===== src/rtl/level1b_pkg.sv =====
// Shared definitions for the level1b remap/clock-select controller: register map,
// control-bit positions, window register layouts and the clock FSM state encoding.
package level1b_pkg;

    localparam int unsigned ADR_W  = 16;
    localparam int unsigned BANK_W = 8;
    localparam int unsigned DATA_W = 8;
    localparam int unsigned PAGE_W = 4;
    localparam int unsigned TGT_W  = 3;
    localparam int unsigned CNT_W  = 4;

    localparam logic [7:0] OFF_MAP_CTL   = 8'h00;
    localparam logic [7:0] OFF_STATUS    = 8'h01;
    localparam logic [7:0] OFF_GPIO_DIR  = 8'h02;
    localparam logic [7:0] OFF_GPIO_DATA = 8'h03;
    localparam logic [7:0] OFF_WIN_BASE  = 8'h10;

    localparam int unsigned MAP_HS_EN_BIT   = 6;
    localparam int unsigned MAP_CLK_DIV_LSB = 0;
    localparam int unsigned WIN_EN_BIT      = 7;
    localparam int unsigned WIN_WT_BIT      = 6;

    typedef enum logic [1:0] {
        ST_LS    = 2'd0,
        ST_ARM   = 2'd1,
        ST_HS    = 2'd2,
        ST_DRAIN = 2'd3
    } fsm_state_t;

    typedef struct packed {
        logic [PAGE_W-1:0] base;
        logic [PAGE_W-1:0] limit;
    } win_range_t;

    typedef struct packed {
        logic             en;
        logic             wt;
        logic [2:0]       rsvd;
        logic [TGT_W-1:0] tgt;
    } win_ctl_t;

    function automatic logic [7:0] win_range_off(input int unsigned w);
        return 8'(OFF_WIN_BASE + 8'(2 * w));
    endfunction

    function automatic logic [7:0] win_ctl_off(input int unsigned w);
        return 8'(OFF_WIN_BASE + 8'(2 * w + 1));
    endfunction

endpackage


===== src/rtl/level1b_remap_win.sv =====
// One remap window: range/control registers and the page hit comparator.
module level1b_remap_win
    import level1b_pkg::*;
(
    input  logic              cpu_phi2,
    input  logic              resetb,
    input  logic              range_wr,
    input  logic              ctl_wr,
    input  logic [DATA_W-1:0] wdata,
    input  logic [PAGE_W-1:0] page,
    input  logic              qual,
    input  logic              is_write,
    output logic              hit_c,
    output win_range_t        range_q,
    output win_ctl_t          ctl_q
);

    always_ff @(negedge cpu_phi2 or negedge resetb) begin
        if (!resetb) begin
            range_q <= '0;
            ctl_q   <= '0;
        end else begin
            if (range_wr) begin
                range_q <= win_range_t'(wdata);
            end
            if (ctl_wr) begin
                ctl_q.en   <= wdata[WIN_EN_BIT];
                ctl_q.wt   <= wdata[WIN_WT_BIT];
                ctl_q.rsvd <= '0;
                ctl_q.tgt  <= wdata[TGT_W-1:0];
            end
        end
    end

    // base>limit naturally never hits; write-through windows pass writes to bank 0
    assign hit_c = qual && ctl_q.en
                && (range_q.base <= page) && (page <= range_q.limit)
                && !(ctl_q.wt && is_write);

endmodule


===== src/rtl/level1b_remap_ctrl.sv =====
// Bank-0 remap windows, paged-ROM shadow, register file and HS clock arbitration
// for the 65816 BBC accelerator. Optional GPIO registers with `L1B_GPIO_EN.
module level1b_remap_ctrl
    import level1b_pkg::*;
#(
    parameter int unsigned NUM_WIN      = 4,
    parameter int unsigned SYNC_THRESH  = 2,
    parameter int unsigned DRAIN_CYCLES = 3,
    parameter int unsigned PAGEREG_W    = 8,
    parameter logic [15:0] PAGEREG_ADR  = 16'hFE30,
    parameter logic [4:0]  TGT_BANK_HI  = 5'h1F
`ifdef L1B_GPIO_EN
    ,
    parameter int unsigned GPIO_SZ      = 6
`endif
) (
    input  logic                 cpu_phi2,
    input  logic                 resetb,
    input  logic [ADR_W-1:0]     cpu_adr,
    input  logic [BANK_W-1:0]    cpu_bank,
    input  logic                 cpu_vda,
    input  logic                 cpu_vpa,
    input  logic                 cpu_rnw,
    input  logic [DATA_W-1:0]    cpu_wdata,
    input  logic                 hs_ready,
    input  logic                 ls_ready,
    output logic [BANK_W-1:0]    eff_bank,
    output logic                 reg_rd_en,
    output logic [DATA_W-1:0]    reg_rdata,
    output logic                 hs_sel,
    output logic                 dummy_access,
    output logic [PAGEREG_W-1:0] bbc_pagereg
`ifdef L1B_GPIO_EN
    ,
    input  logic [GPIO_SZ-1:0]   gpio_in,
    output logic [GPIO_SZ-1:0]   gpio_out,
    output logic [GPIO_SZ-1:0]   gpio_oe
`endif
);

    logic              valid_c, sync_c, reg_cyc_c, reg_wr_c, map_wr_c, himem_c;
    logic [7:0]        off_c;
    logic [PAGE_W-1:0] page_c;

    assign valid_c   = cpu_vda | cpu_vpa;
    assign sync_c    = cpu_vda & cpu_vpa;
    assign reg_cyc_c = cpu_vda && (cpu_bank[7:6] == 2'b10);
    assign reg_wr_c  = reg_cyc_c && !cpu_rnw;
    assign off_c     = cpu_adr[7:0];
    assign page_c    = cpu_adr[ADR_W-1:ADR_W-PAGE_W];
    assign map_wr_c  = reg_wr_c && (off_c == OFF_MAP_CTL);

    logic       hs_en_q;
    logic [1:0] clk_div_q;

    always_ff @(negedge cpu_phi2 or negedge resetb) begin
        if (!resetb) begin
            hs_en_q   <= 1'b0;
            clk_div_q <= 2'b00;
        end else if (map_wr_c) begin
            hs_en_q   <= cpu_wdata[MAP_HS_EN_BIT];
            clk_div_q <= cpu_wdata[MAP_CLK_DIV_LSB +: 2];
        end
    end

    logic [NUM_WIN-1:0] win_hit_c;
    win_range_t         win_range_q [NUM_WIN];
    win_ctl_t           win_ctl_q   [NUM_WIN];

    for (genvar w = 0; w < NUM_WIN; w++) begin : g_win
        level1b_remap_win u_win (
            .cpu_phi2 (cpu_phi2),
            .resetb   (resetb),
            .range_wr (reg_wr_c && (off_c == win_range_off(w))),
            .ctl_wr   (reg_wr_c && (off_c == win_ctl_off(w))),
            .wdata    (cpu_wdata),
            .page     (page_c),
            .qual     (valid_c && (cpu_bank == 8'h00)),
            .is_write (!cpu_rnw),
            .hit_c    (win_hit_c[w]),
            .range_q  (win_range_q[w]),
            .ctl_q    (win_ctl_q[w])
        );
    end

    // lowest-index window wins on overlap
    logic             hit_any_c;
    logic [TGT_W-1:0] hit_tgt_c;

    always_comb begin
        hit_any_c = 1'b0;
        hit_tgt_c = '0;
        for (int unsigned w = 0; w < NUM_WIN; w++) begin
            if (win_hit_c[w] && !hit_any_c) begin
                hit_any_c = 1'b1;
                hit_tgt_c = win_ctl_q[w].tgt;
            end
        end
    end

    assign eff_bank = hit_any_c ? {TGT_BANK_HI, hit_tgt_c} : cpu_bank;
    assign himem_c  = eff_bank[7];

    always_ff @(negedge cpu_phi2 or negedge resetb) begin
        if (!resetb) begin
            bbc_pagereg <= '0;
        end else if (cpu_vda && !cpu_rnw && (cpu_bank == 8'h00) && (cpu_adr == PAGEREG_ADR)) begin
            bbc_pagereg <= cpu_wdata[PAGEREG_W-1:0];
        end
    end

`ifdef L1B_GPIO_EN
    logic [GPIO_SZ-1:0] gpio_dir_q, gpio_data_q;

    always_ff @(negedge cpu_phi2 or negedge resetb) begin
        if (!resetb) begin
            gpio_dir_q  <= '0;
            gpio_data_q <= '0;
        end else if (reg_wr_c) begin
            if (off_c == OFF_GPIO_DIR)  gpio_dir_q  <= cpu_wdata[GPIO_SZ-1:0];
            if (off_c == OFF_GPIO_DATA) gpio_data_q <= cpu_wdata[GPIO_SZ-1:0];
        end
    end

    assign gpio_out = gpio_data_q;
    assign gpio_oe  = gpio_dir_q;
`endif

    fsm_state_t       state_q, state_d;
    logic [CNT_W-1:0] sync_cnt_q, sync_cnt_d, sync_inc_c;
    logic [CNT_W-1:0] drain_cnt_q, drain_cnt_d;
    logic             leave_hs_c;

    assign sync_inc_c = (sync_cnt_q == '1) ? sync_cnt_q : sync_cnt_q + CNT_W'(1);
    assign leave_hs_c = (valid_c && !himem_c) || !hs_en_q;

    always_ff @(negedge cpu_phi2 or negedge resetb) begin
        if (!resetb) begin
            state_q     <= ST_LS;
            sync_cnt_q  <= '0;
            drain_cnt_q <= '0;
            hs_sel      <= 1'b0;
        end else begin
            state_q     <= state_d;
            sync_cnt_q  <= sync_cnt_d;
            drain_cnt_q <= drain_cnt_d;
            hs_sel      <= (state_d == ST_ARM) || (state_d == ST_HS);
        end
    end

    always_comb begin
        state_d     = state_q;
        sync_cnt_d  = sync_cnt_q;
        drain_cnt_d = drain_cnt_q;
        case (state_q)
            ST_LS: begin
                // clearing hs_en in the same cycle overrides any arming progress
                if (map_wr_c && !cpu_wdata[MAP_HS_EN_BIT]) begin
                    sync_cnt_d = '0;
                end else if (sync_c) begin
                    if (!himem_c) begin
                        sync_cnt_d = '0;
                    end else if (hs_en_q) begin
                        if (32'(sync_inc_c) >= SYNC_THRESH) begin
                            state_d    = ST_ARM;
                            sync_cnt_d = '0;
                        end else begin
                            sync_cnt_d = sync_inc_c;
                        end
                    end
                end
            end
            ST_ARM: begin
                if (leave_hs_c) begin
                    state_d     = ST_DRAIN;
                    drain_cnt_d = CNT_W'(DRAIN_CYCLES - 1);
                end else if (hs_ready) begin
                    state_d = ST_HS;
                end
            end
            ST_HS: begin
                if (leave_hs_c) begin
                    state_d     = ST_DRAIN;
                    drain_cnt_d = CNT_W'(DRAIN_CYCLES - 1);
                end
            end
            ST_DRAIN: begin
                if (drain_cnt_q != '0) begin
                    drain_cnt_d = drain_cnt_q - CNT_W'(1);
                end else if (ls_ready) begin
                    state_d = ST_LS;
                end
            end
            default: state_d = ST_LS;
        endcase
    end

    assign dummy_access = (state_q != ST_LS) || himem_c;
    assign reg_rd_en    = reg_cyc_c && cpu_rnw;

    always_comb begin
        reg_rdata = '0;
        for (int unsigned w = 0; w < NUM_WIN; w++) begin
            if (off_c == win_range_off(w)) reg_rdata = win_range_q[w];
            if (off_c == win_ctl_off(w))   reg_rdata = win_ctl_q[w];
        end
        case (off_c)
            OFF_MAP_CTL: begin
                reg_rdata[MAP_HS_EN_BIT]           = hs_en_q;
                reg_rdata[MAP_CLK_DIV_LSB +: 2]    = clk_div_q;
            end
            OFF_STATUS:    reg_rdata = {sync_cnt_q, 2'b00, state_q};
`ifdef L1B_GPIO_EN
            OFF_GPIO_DIR:  reg_rdata = 8'(gpio_dir_q);
            OFF_GPIO_DATA: reg_rdata = 8'(gpio_in);
`endif
            default: ;
        endcase
    end

endmodule

===== config.mk =====
export PLATFORM = sky130hd
export DESIGN_NAME = level1b_remap_ctrl
export DESIGN_NICKNAME = d
export VERILOG_FILES = /design/src/rtl/level1b_pkg.sv /design/src/rtl/level1b_remap_win.sv /design/src/rtl/level1b_remap_ctrl.sv
export SDC_FILE = /design/constraint.sdc
export NUM_CORES = 1
export LEC_CHECK = 0
export ABC_AREA = 1
export CAP_MARGIN = 20
export CORE_MARGIN = 2
export CORE_UTILIZATION = 25
export CTS_CLUSTER_DIAMETER = 100
export CTS_CLUSTER_SIZE = 12
export DETAILED_ROUTE_END_ITERATION = 8
export DONT_BUFFER_PORTS = 1
export PLACE_DENSITY_LB_ADDON = 0.1
export SYNTH_ARGS = -nofsm -noshare
export SYNTH_HDL_FRONTEND = slang
export SYNTH_SLANG_ARGS = --single-unit

===== constraint.sdc =====
create_clock -name cpu_phi2 -period 2.2 [get_ports cpu_phi2]
set_input_delay 0.22 -clock cpu_phi2 [delete_from_list [all_inputs] [get_ports cpu_phi2]]
set_output_delay 0.22 -clock cpu_phi2 [all_outputs]
set_load 0.01 [all_outputs]

Word-level counts from Yosys, hierarchy flattened. Cells that the tools add are included.

Equality and inequality tests: 20. Add/sub/neg operators: 2. Order comparisons: 9. Reduce and logical (&&, ||, !) cells: 65. Multipliers: 0. Div/mod/pow operators: 0. Shifts and indexed selects: 0. Bitwise gates (word level): 2. Muxes and demuxes: 41.

Operator list (number): two-way mux 8 bit (9); equality test 8 x 5 -> 1 bit (second input constant) (8); logical AND 1 bit (41); two-way mux 4 bit (9); less-or-equal comparator 4 bit (8); two-way mux 2 bit (10); equality test 16 bit (second input constant) (1); logical NOT 8 bit (2); two-way mux 3 bit (4); logical NOT 1 bit (11); equality test 2 bit (second input constant) (4); equality test 8 x 1 -> 1 bit (second input constant) (1); one-hot mux 2 bit (4 select lines) (1); one-hot mux 4 bit (2 select lines) (1); AND reduction 3 bit (2); nonzero test 2 bit (3); two-way mux 1 bit (5); adder 4 x 1 -> 4 bit (second input constant) (1); equality test 2 x 1 -> 1 bit (second input constant) (2); equality test 4 bit (second input constant) (1); >= comparator 4 x 2 -> 1 bit (second input constant) (1); one-hot mux 2 bit (2 select lines) (1); nonzero test 4 bit (1); subtractor 4 x 1 -> 4 bit (second input constant) (1); 9 further kinds (11).

Logic and storage cells: 166. Output and inout port bits: 27. Input port bits: 39. Latch bits: 0. Memory bits (writable): 0. Bits in registers: 74. ROM bits: 0. Memories: 0.

Depth between registers and ports, before layout. Gate-level depths: netlist (run 1).

Depth in word-level cells: 24. Gate-level depth with buffers: 18. Gate-level depth less buffers: 18.

By module. From an unflattened synthesis (run 1), not the netlist that was laid out.

Cells, all modules: 676. Area, all modules: 5267.6 um2.

By module, submodules not included: level1b_remap_win (instances 4, cells an instance 77, area an instance 740.7 um2, sequential area each 325.3 um2); level1b_remap_ctrl (instances 1, cells an instance 368, area an instance 2304.7 um2, sequential area each 550.5 um2).

==> metrics.txt, run 1 <==
Core ar.=0.0187 mm2; yosys warns=0; share of layout cells above drive strength 1=43.2%; setup_tns=-25.27 ns; Yosys top cell by area=dfrtn_1; post-synth net total=684; 1st-pass router iterations=4; clk sinks=74; vias per cell=4.64; final hold vios=0; WL final=17.2 mm; DR vias=4609; Yosys top cell area share=38.9%; sequential share of the synthesized area=38.9%; Final Max Tran Viols=0; outcome=finished with violations; GRT overflow=0; Worst EP required=1.98 ns; first-pass GRT wire length=27.1 mm; vias in the first global route=4725; Final Power=4.50 mW; placed wire-length estimate=13.4 mm; CTS clk-pin slew, worst paths=0.05 ns; Rows=50; Synth Register Bits=74; hold-fix buffers at CTS=0; Post-synth EDFFs=0; fin cells=994; Final nets=834; setup ws final=-1.39 ns; Clock Tree Root=clkbuf_16; Worst Setup Path Type=reg2out; number of distinct library cells after synthesis=42; pwr dens=599 mW/mm2; Post-Route Utilization=40.2%; crit path max fanout=3; CP Capture Type=output port; Iter 0 DRT Violations=199; Residual DRC=0; ys async rst share=100%; Post-DRT Antenna Nets=0; worst rel slew slack=65.9%; Layout area overhead=58.0%; CTS Buf Count=9; cell count after synthesis=605; Primary FF master, synth=dfrtn_1; Pleak=3.38 nW; I/O pins=66; largest net degree at the start of global routing=75; initial antenna violation count=0; IO Port Bufs=0; max-cap violation count=0; Critical Path Start Type=register; M1 wire length=8.06 mm; clock buffer depth=2; Die ar.=0.0201 mm2; Slew @ Worst Pin=0.510 ns; Final Skew=0.00408 ns; Hold WC Path Type=reg2reg; Met3 Wirelength=638 um; syn_area_per_cell=7.86 um2; Final Instance Area=0.00752 mm2; Tot GR Track Use=18.0%; count leader, synth=nand2_1; placed cell count=966; routability cong.=0.807; failing checks=negative setup slack; Crit path arrival time=3.37 ns; Max IR drop VDD=392 uV; endpoints failing setup=28; Placed Area=0.00654 mm2; top cells by area, synth=dfrtn_1 (39%), nand2_1 (11%), ha_1 (11%); crit-path cells=inv_2 > ha_4 > a21oi_2 > o211ai_1 > o21ai_4 > nand4_1 > nor4_2 > buf_4 > nand2_1 > nand3b_1; Post-synth top cells=nand2_1 (145), inv_1 (84), dfrtn_1 (74), o21ai_0 (66), ha_1 (40); CP peak stage delay=0.42 ns; clock latency on the worst-skew pair=0.35 ns; slowest CP cell=dfrtn_1; CTS tree=done; die width=142 um; Diodes inserted=0; post-synthesis cell area=0.00476 mm2; initial core utilization=25.4%; routed wl met2=8.24 mm; H-tree levels=3; RSZ-0062 raised after global routing=yes; Die Span Y=142 um; Highest Signal Layer=met4; WL/cell=17.3 um
[cells by family after synthesis]
logic type | after synthesis | share of synthesized area [%]
DFF | 74 | 38.9
and+or+nand+nor | 262 | 26.9
adders and majority gates | 40 | 10.5
buffers and inverters | 94 | 7.57
xor gates and xnor gates | 1 | 0.184
AOI/OAI and AO/OA | 134 | 15.9
[layer usage]
layer / global-route usage [%] / vias up
met2: 29.7 / 71
met5: 0 / -
met3: 2.89 / 14
met1: 24.2 / 2195
met4: 5.84 / 0
li1: - / 2329
[power breakdown]
| part | leakage [nW] | total (mW) | switching, mW | internal (mW) |
|---|---|---|---|---|
| sequential | 1.01 | 1.51 | 0.0502 | 1.46 |
| clock | 0.167 | 1.75 | 0.636 | 1.12 |
| combinational | 2.20 | 1.24 | 0.688 | 0.554 |
| total | 3.38 | 4.50 | 1.37 | 3.13 |
[per-stage QoR]
stage          worst slack [ns]  hold WS, ns
2_1_floorplan            -0.814        0.414
3_3_place_gp              -1.14        0.429
3_5_place_dp              -1.09        0.433
4_1_cts                   -1.36        0.435
5_1_grt                   -1.53        0.456
6_report                  -1.39        0.429
[final timing paths]
check                                                      startpoint                                  end  slack [ns]  depth (start not counted)
worst max register to register  g_win[2].u_win.range_q[3]$_DFFE_NN0P_                     hs_sel$_DFF_NN0_       -0.21                         17
worst min register to register    g_win[0].u_win.ctl_q[2]$_DFFE_NN0P_  g_win[0].u_win.ctl_q[2]$_DFFE_NN0P_        0.43                          2
worst max-delay path            g_win[3].u_win.range_q[3]$_DFFE_NN0P_                          eff_bank[1]       -1.39                         10
min in group asynchronous                                      resetb           bbc_pagereg[1]$_DFFE_NN0P_        0.56                          0
max in group asynchronous                                      resetb            sync_cnt_q[1]$_DFFE_NN0P_        1.48                          0
worst min-delay path              g_win[0].u_win.ctl_q[2]$_DFFE_NN0P_  g_win[0].u_win.ctl_q[2]$_DFFE_NN0P_        0.43                          2
[worst max-delay path, delay by kind of cell, from the launching register on]
kind | cells | cell delay, ns
flops | 1 | 0.42
fa+ha+maj | 1 | 0.23
simple gates | 4 | 0.67
compound gates | 3 | 0.38
buf+inv | 2 | 0.22
[flip-flops by register name (all words and copies together) (netlist names)]
signal	cells
clk_div_q	2
state_q	2
hs_sel	1
hs_en_q	1
g_win.u_win.range_q	32
g_win.u_win.ctl_q	20
drain_cnt_q	4
bbc_pagereg	8
sync_cnt_q	4
[placed cells by master (no fill, tap or decap), types with 4 or more instances in the layout]
| cell type | count |
|---|---|
| nand4_1 | 9 |
| inv_2 | 20 |
| buf_4 | 111 |
| dfrtn_1 | 74 |
| nand3_1 | 17 |
| nand3_4 | 10 |
| buf_6 | 26 |
| nor2_2 | 8 |
| a21oi_2 | 10 |
| o21ai_2 | 8 |
| a21oi_1 | 13 |
| o21ai_0 | 30 |
| nand3_2 | 10 |
| ha_4 | 21 |
| nand3b_1 | 4 |
| o21ai_1 | 42 |
| ha_1 | 19 |
| nand2_4 | 10 |
| nor2_4 | 12 |
| nand2_1 | 125 |
| inv_1 | 60 |
| nand2_2 | 20 |
| o211ai_1 | 6 |
| buf_12 | 7 |
| nor2_1 | 21 |
| or2_4 | 4 |
| o21bai_1 | 5 |
| clkbuf_16 | 9 |
[repair_timing]
action	4_1_cts	5_1_grt
gates cloned	0	0
buffers inserted	18	8
hold endpoints to repair	0	0
resized for setup	87	37
pin swaps	45	29
setup endpoints to repair	28	35
[area by class of cell]
class                   count  area [um2]
fillers                  1859       11200
clock inverters             7         124
well taps                 234         293
clock buffers               9         225
flip-flops and latches     74        1850
inverters                  89         410
repair buffers            144        1270
multi-input cells         437        3350
Note: power is estimated with default switching activity, not from simulation.
==> run 2, diff against run 1 <==
--- a/config.mk
+++ b/config.mk
@@ -5,7 +5,6 @@
 export SDC_FILE = /design/constraint.sdc
 export NUM_CORES = 1
 export LEC_CHECK = 0
-export ABC_AREA = 1
 export CAP_MARGIN = 20
 export CORE_MARGIN = 2
 export CORE_UTILIZATION = 25
==> run 2 against run 1 <==
  * The run still ends with negative setup slack left
  * First-iteration DRC count is 8.5% higher
  * Utilization down 2.5 points
  * Cell count shrank 16%
  * Worst hold slack better by 0.026 ns
  * Register-to-register slack worse by 0.54 ns
  * Die area increased by 0.64%
  * Area after synthesis increased by 0.66%
==> metrics.txt, run 2 <==
failing checks=negative setup slack (unchanged); post-synthesis cell area=0.00479 mm2 (was 0.00476 mm2); H-tree levels=3 (unchanged); outcome=finished with violations (unchanged); r2r setup slk=-0.75 ns (was -0.21 ns); Post-Route Utilization=37.7% (was 40.2%); clock buffer depth=2 (unchanged); Yosys top cell area share=38.7% (was 38.9%); first-pass GRT wire length=26.3 mm (was 27.1 mm); ys async rst share=100% (unchanged); RR Startpoint=g_win[0].u_win.range_q[1]$_DFFE_NN0P_ (was g_win[2].u_win.range_q[3]$_DFFE_NN0P_); Max IR drop VDD=370 uV (was 392 uV); crit path max fanout=6 (was 3); Slew @ Worst Pin=0.396 ns (was 0.510 ns); reg-to-reg endpoint=hs_sel$_DFF_NN0_ (unchanged); Worst EP required=1.98 ns (about the same); cell count after synthesis=464 (was 605); vias in the first global route=4404 (was 4725); Residual DRC=0 (unchanged); setup ws final=-1.77 ns (was -1.39 ns); DP Worst Slack=-1.65 ns (was -1.09 ns); Yosys top cell by area=dfrtn_1 (unchanged); CTS clk-pin slew, worst paths=0.04 ns (was 0.05 ns); clock latency on the worst-skew pair=0.35 ns (about the same); WL final=17.1 mm (was 17.2 mm); hold endpoint=g_win[2].u_win.range_q[4]$_DFFE_NN0P_ (was g_win[0].u_win.ctl_q[2]$_DFFE_NN0P_); die width=142 um (about the same); routability cong.=0.784 (was 0.807); Largest register FFs=32 (unchanged); CP peak stage delay=0.44 ns (was 0.42 ns); most frequent cells in the layout=buf_4 (107), dfrtn_1 (74), mux2_2 (55), inv_1 (30), ha_1 (30) (was nand2_1 (125), buf_4 (111), dfrtn_1 (74), inv_1 (60), o21ai_1 (42)); DR vias=4146 (was 4609); Clock Tree Root=clkbuf_16 (unchanged); Post-synth top cells=dfrtn_1 (74), mux2_2 (62), ha_1 (40), inv_1 (39), nand2_1 (31) (was nand2_1 (145), inv_1 (84), dfrtn_1 (74), o21ai_0 (66), ha_1 (40)); Core ar.=0.0188 mm2 (was 0.0187 mm2); Hold WC Path Type=reg2reg (unchanged); Largest Register=g_win.u_win.range_q (unchanged); Diodes inserted=0 (unchanged); Synth Register Bits=74 (unchanged); Final Instance Area=0.00707 mm2 (was 0.00752 mm2); Layout area overhead=47.6% (was 58.0%); placed wire-length estimate=12.8 mm (was 13.4 mm); CTS tree=done (unchanged); max-cap violation count=0 (unchanged); WL/cell=20.5 um (was 17.3 um); vias per cell=4.98 (was 4.64); most common cell after layout, fill and taps aside=buf_4 (was nand2_1); endpoints failing setup=88 (was 28); Post-synth EDFFs=0 (unchanged); Pleak=3.25 nW (was 3.38 nW); Final nets=673 (was 834); share of layout cells above drive strength 1=52.5% (was 43.2%); Critical Path Start Type=register (unchanged); Primary FF master, synth=dfrtn_1 (unchanged); Iter 0 DRT Violations=216 (was 199); largest net degree at the start of global routing=75 (unchanged); CP Capture Type=output port (unchanged); post-synth net total=543 (was 684); pwr dens=556 mW/mm2 (was 599 mW/mm2); Post-DRT Antenna Nets=0 (unchanged); CTS Buf Count=9 (unchanged); GRT overflow=0 (unchanged); Buf/Inv on CP=3 (was 2); Die Span Y=142 um (about the same); yosys warns=0 (unchanged); Crit path arrival time=3.75 ns (was 3.37 ns); final hold vios=0 (unchanged); RSZ-0062 raised after global routing=yes (unchanged); kind of cell adding the most delay to the critical path=simple AND/OR/NAND/NOR gates (unchanged); Cells on Worst Hold Path=1 (was 2); worst reg2reg path depth=16 (was 17); initial core utilization=25.5% (was 25.4%); top cells by area, synth=dfrtn_1 (39%), mux2_2 (15%), ha_1 (10%) (was dfrtn_1 (39%), nand2_1 (11%), ha_1 (11%)); slowest CP cell=dfrtn_1 (unchanged); syn_area_per_cell=10.3 um2 (was 7.86 um2); Worst Setup Path Type=reg2out (unchanged); Final Max Tran Viols=0 (unchanged); IO Port Bufs=0 (unchanged); Min-Delay Startpoint=g_win[2].u_win.range_q[4]$_DFFE_NN0P_ (was g_win[0].u_win.ctl_q[2]$_DFFE_NN0P_); clk sinks=74 (unchanged); 1st-pass router iterations=6 (was 4); count leader, synth=dfrtn_1 (was nand2_1); hold-fix buffers at CTS=0 (unchanged); sequential share of the synthesized area=38.7% (was 38.9%); worst rel slew slack=73.5% (was 65.9%); Tot GR Track Use=17.7% (was 18.0%); Die ar.=0.0203 mm2 (was 0.0201 mm2); initial antenna violation count=0 (unchanged); Rows=50 (unchanged); Placed Area=0.00608 mm2 (was 0.00654 mm2); biggest regs=g_win.u_win.range_q x32, g_win.u_win.ctl_q x20, bbc_pagereg x8 (unchanged); crit-path cells=inv_2 > ha_4 > nor2b_4 > o211ai_1 > a21oi_4 > buf_6 > nor3_4 > nor3_4 > nor2_4 > buf_6 > or3_4 (was inv_2 > ha_4 > a21oi_2 > o211ai_1 > o21ai_4 > nand4_1 > nor4_2 > buf_4 > nand2_1 > nand3b_1); Final Skew=0.00307 ns (was 0.00408 ns); I/O pins=66 (unchanged); number of distinct library cells after synthesis=62 (was 42)
## run 2: changes by cell type in the layout (fill, tap and decap cells not counted), sizes merged, moves of 9 or more
| cell | previous run | this run |
|---|---|---|
| buf | 144 | 133 |
| inv | 91 | 36 |
| mux2 | 0 | 62 |
| nand2 | 155 | 31 |
| nand3 | 37 | 6 |
| nor2 | 41 | 22 |
| nor2b | 0 | 9 |
| o21ai | 81 | 27 |
## run 2: worst reg2reg max path, stage by stage, from the launching register on
cell	delay (ns)
dfrtn_1	0.44
inv_2	0.06
ha_4	0.23
nor2b_4	0.12
o211ai_1	0.26
a21oi_4	0.13
buf_4	0.15
buf_4	0.13
nor4_4	0.21
nor4_4	0.07
buf_4	0.15
buf_6	0.10
buf_6	0.12
a21o_1	0.17
a21o_1	0.20
a211oi_2	0.21
a211oi_2	0.05
## run 2: stage by stage
step	power, mW	hold slack (ns)	cells	setup TNS, ns
2_1_floorplan	2.01	0.433	464	-54.38
3_3_place_gp	2.29	0.448	792	-71.18
3_5_place_dp	2.29	0.458	792	-72.39
4_1_cts	3.93	0.458	818	-48.86
5_1_grt	4.14	0.474	832	-55.60
6_report	3.93	0.456	832	-50.12
## run 2: worst max path at each step
stage                                          startpoint                         end  slack, ns  cells past startpoint
floorplan                                     cpu_adr[13]  drain_cnt_q[1]$_DFFE_NN0P_      -1.40                     10
global placement                              cpu_adr[14]  drain_cnt_q[1]$_DFFE_NN0P_      -1.63                     12
detailed placement                            cpu_adr[14]  drain_cnt_q[1]$_DFFE_NN0P_      -1.65                     12
CTS                 g_win[0].u_win.range_q[1]$_DFFE_NN0P_                 eff_bank[4]      -1.75                     11
global route        g_win[0].u_win.range_q[1]$_DFFE_NN0P_                 eff_bank[1]      -1.85                     12
finish              g_win[0].u_win.range_q[1]$_DFFE_NN0P_                 eff_bank[4]      -1.77                     11
## run 2: repair_timing
item / 4_1_cts / 5_1_grt
setup buffers: 12 / 17
setup endpoints to repair: 91 / 91
cloned: 0 / 0
hold endpoints to repair: 0 / 0
pin swaps: 17 / 28
resized for setup: 47 / 61
## run 2: cells by family after synthesis
group,share of synthesized area (%)
buf+inv,4.15
compound gates,13.5
flops,38.7
simple gates,15.5
fa+ha+maj,10.5
mux,17.7
## run 2: layout make-up
type	instances	area (um2)
tap	234	293
timing repair buffer	133	1100
sequential	74	1850
clock inverter	2	35.0
clock buffer	13	270
fill	1897	11700
inverter	39	160
multi-input combinational	337	3350
## run 2: metal layers
metal  part of all wire, %  vias to the layer above  global-route usage, %  routed length [um]
li1                      -                     1974                      -                   -
met1                    46                     2080                   22.6                7800
met2                    48                       67                   29.7                8250
met3                   3.5                       25                   3.60                 605
met4                   2.5                        0                   6.72                 434
met5                     0                        -                      0                   0
## run 2: power by group
| group | leakage, nW | total (mW) | switching [mW] | internal (mW) |
|---|---|---|---|---|
| Sequential | 1.01 | 1.48 | 0.0494 | 1.43 |
| Combinational | 2.09 | 0.896 | 0.440 | 0.456 |
| Clock | 0.152 | 1.56 | 0.591 | 0.964 |
| Total | 3.25 | 3.93 | 1.08 | 2.85 |
==> run 3, diff against run 2 <==
--- a/config.mk
+++ b/config.mk
@@ -12,6 +12,7 @@
 export CTS_CLUSTER_SIZE = 12
 export DETAILED_ROUTE_END_ITERATION = 8
 export DONT_BUFFER_PORTS = 1
+export GPL_TIMING_DRIVEN = 0
 export PLACE_DENSITY_LB_ADDON = 0.1
 export SYNTH_ARGS = -nofsm -noshare
 export SYNTH_HDL_FRONTEND = slang
==> run 3 against run 2 <==
  * The flow still finishes with violations (negative setup slack)
  * Sequential share of layout area is 1.6 points higher
  * First-iteration DRC count is 9.7% lower
  * Clock skew hardly changed
  * Count of clock-buffer cells in the layout is 2 lower
  * Sequential power hardly changed
  * Sequential cell count stayed put
  * Setup slack better by 0.069 ns
==> metrics.txt, run 3 (same netlist as run 2, synthesis figures left out) <==
Post-DRT Antenna Nets=0 (unchanged); fillcell total=1863 (was 1897); Final nets=618 (was 673); IO Port Bufs=0 (unchanged); Hold WC Path Type=reg2reg (unchanged); kind of cell adding the most delay to the critical path=buffers and inverters (was simple AND/OR/NAND/NOR gates); initial core utilization=25.5% (unchanged); H-tree levels=3 (unchanged); Max IR drop VDD=372 uV (was 370 uV); Clock Tree Root=clkbuf_16 (unchanged); max-cap violation count=0 (unchanged); Slew @ Worst Pin=0.882 ns (was 0.396 ns); Rows=50 (unchanged); Worst Setup Path Type=reg2out (unchanged); worst rel slew slack=40.6% (was 73.5%); WL final=16.3 mm (was 17.1 mm); Final Instance Area=0.00667 mm2 (was 0.00707 mm2); Die ar.=0.0203 mm2 (unchanged); clk sinks=74 (unchanged); Crit path arrival time=3.68 ns (was 3.75 ns); DR vias=3949 (was 4146); share of layout cells above drive strength 1=47.4% (was 52.5%); Placed Area=0.00537 mm2 (was 0.00608 mm2); CP Capture Type=output port (unchanged); Layout area overhead=39.3% (was 47.6%); Tot GR Track Use=16.5% (was 17.7%); pwr dens=547 mW/mm2 (was 556 mW/mm2); Final Power=3.65 mW (was 3.93 mW); CP peak stage delay=0.42 ns (was 0.44 ns); Final Skew=0.00275 ns (was 0.00307 ns); hold-fix buffers at CTS=0 (unchanged); final hold vios=0 (unchanged); CTS tree=done (unchanged); most used cell, CP=buf_4; Critical Path Start Type=register (unchanged); Largest Register=g_win.u_win.range_q (unchanged); placed wire-length estimate=12.0 mm (was 12.8 mm); clock latency on the worst-skew pair=0.35 ns (about the same); setup_tns=-53.60 ns (was -50.12 ns); crit path max fanout=4 (was 6); initial antenna violation count=0 (unchanged); failing checks=negative setup slack (unchanged); routability cong.=0.784 (about the same); most frequent cells in the layout=dfrtn_1 (74), mux2_2 (57), buf_4 (41), inv_1 (30), nand2_1 (27) (was buf_4 (107), dfrtn_1 (74), mux2_2 (55), inv_1 (30), ha_1 (30)); placed cell count=698 (was 792); Largest register FFs=32 (unchanged); Residual DRC=0 (unchanged); biggest regs=g_win.u_win.range_q x32, g_win.u_win.ctl_q x20, bbc_pagereg x8 (unchanged); RSZ-0062 raised after global routing=yes (unchanged); fin cells=774 (was 832); vias per cell=5.10 (was 4.98); 1st-pass router iterations=5 (was 6); Diodes inserted=0 (unchanged); outcome=finished with violations (unchanged); die width=142 um (unchanged); setup ws final=-1.70 ns (was -1.77 ns); endpoints failing setup=88 (unchanged); CTS Buf Count=9 (unchanged); largest net degree at the start of global routing=75 (unchanged); slowest CP cell=dfrtn_1 (unchanged); most common cell after layout, fill and taps aside=dfrtn_1 (was buf_4); Iter 0 DRT Violations=195 (was 216); first-pass GRT wire length=24.5 mm (was 26.3 mm); clock buffer depth=2 (unchanged); vias in the first global route=4033 (was 4404); crit-path cells=inv_2 > ha_4 > nor2b_2 > o211ai_1 > a21oi_4 > buf_6 > nor4_4 > buf_4 > nor4_4 > buf_4 > buf_4 > nand2_4 (was inv_2 > ha_4 > nor2b_4 > o211ai_1 > a21oi_4 > buf_6 > nor3_4 > nor3_4 > nor2_4 > buf_6 > or3_4); CTS clk-pin slew, worst paths=0.04 ns (about the same); GRT overflow=0 (unchanged); WL/cell=21.0 um (was 20.5 um); Buf/Inv on CP=5 (was 3); Core ar.=0.0188 mm2 (unchanged); Pleak=2.90 nW (was 3.25 nW); Die Span Y=142 um (unchanged); Worst EP required=1.98 ns (about the same); I/O pins=66 (unchanged); Final Max Tran Viols=0 (unchanged)
run 3: layout make-up:
class / count / area, um2 / share of cell area, %
Buffer: 12 / 83.8 / 1.26
Clock buffer: 11 / 243 / 3.64
Tap cell: 234 / 293 / 4.39
Inverter: 39 / 163 / 2.44
Clock inverter: 1 / 5.00 / 0.0750
Sequential cell: 74 / 1850 / 27.8
Multi-Input combinational cell: 337 / 3430 / 51.4
Timing Repair Buffer: 66 / 602 / 9.02
run 3: per-layer routing:
layer / wire length, um / up-vias / track usage (%)
met2: 7990 / 63 / 27.3
met4: 263 / 0 / 5.89
met3: 614 / 17 / 3.77
met1: 7390 / 2004 / 21.2
li1: - / 1865 / -
met5: 0 / - / 0
run 3: per-stage QoR:
stage          hold WS (ns)  util [%]  setup WS (ns)
5_1_grt               0.474      35.5          -1.80
6_report              0.456      35.5          -1.70
2_1_floorplan         0.433         -          -1.40
4_1_cts               0.458      33.2          -1.61
3_3_place_gp          0.451      28.6          -1.90
3_5_place_dp          0.458      28.6          -1.95
run 3: where the power goes:
part	total [mW]	internal [mW]	switching, mW
Sequential	1.51	1.43	0.0757
Clock	1.31	0.767	0.546
Combinational	0.831	0.385	0.446
Total	3.65	2.58	1.07
run 3: timing repair:
item / in CTS / in global routing
resized for setup: 75 / 55
buffers inserted: 38 / 35
pin swaps: 33 / 44
cloned: 0 / 0
endpoints found under the setup margin: 91 / 88
run 3: final timing paths:
| kind | startpoint | to | slack, ns | cells past startpoint |
|---|---|---|---|---|
| worst max-delay path | g_win[0].u_win.range_q[1]$_DFFE_NN0P_ | dummy_access | -1.70 | 12 |
| worst min register to register | g_win[2].u_win.ctl_q[6]$_DFFE_NN0P_ | g_win[2].u_win.ctl_q[6]$_DFFE_NN0P_ | 0.46 | 1 |
| min in group asynchronous | resetb | g_win[1].u_win.range_q[3]$_DFFE_NN0P_ | 0.55 | 0 |
| worst min-delay path | g_win[2].u_win.ctl_q[6]$_DFFE_NN0P_ | g_win[2].u_win.ctl_q[6]$_DFFE_NN0P_ | 0.46 | 1 |
| max in group asynchronous | resetb | drain_cnt_q[1]$_DFFE_NN0P_ | 1.50 | 0 |
| worst max register to register | g_win[0].u_win.range_q[1]$_DFFE_NN0P_ | drain_cnt_q[1]$_DFFE_NN0P_ | -0.98 | 16 |
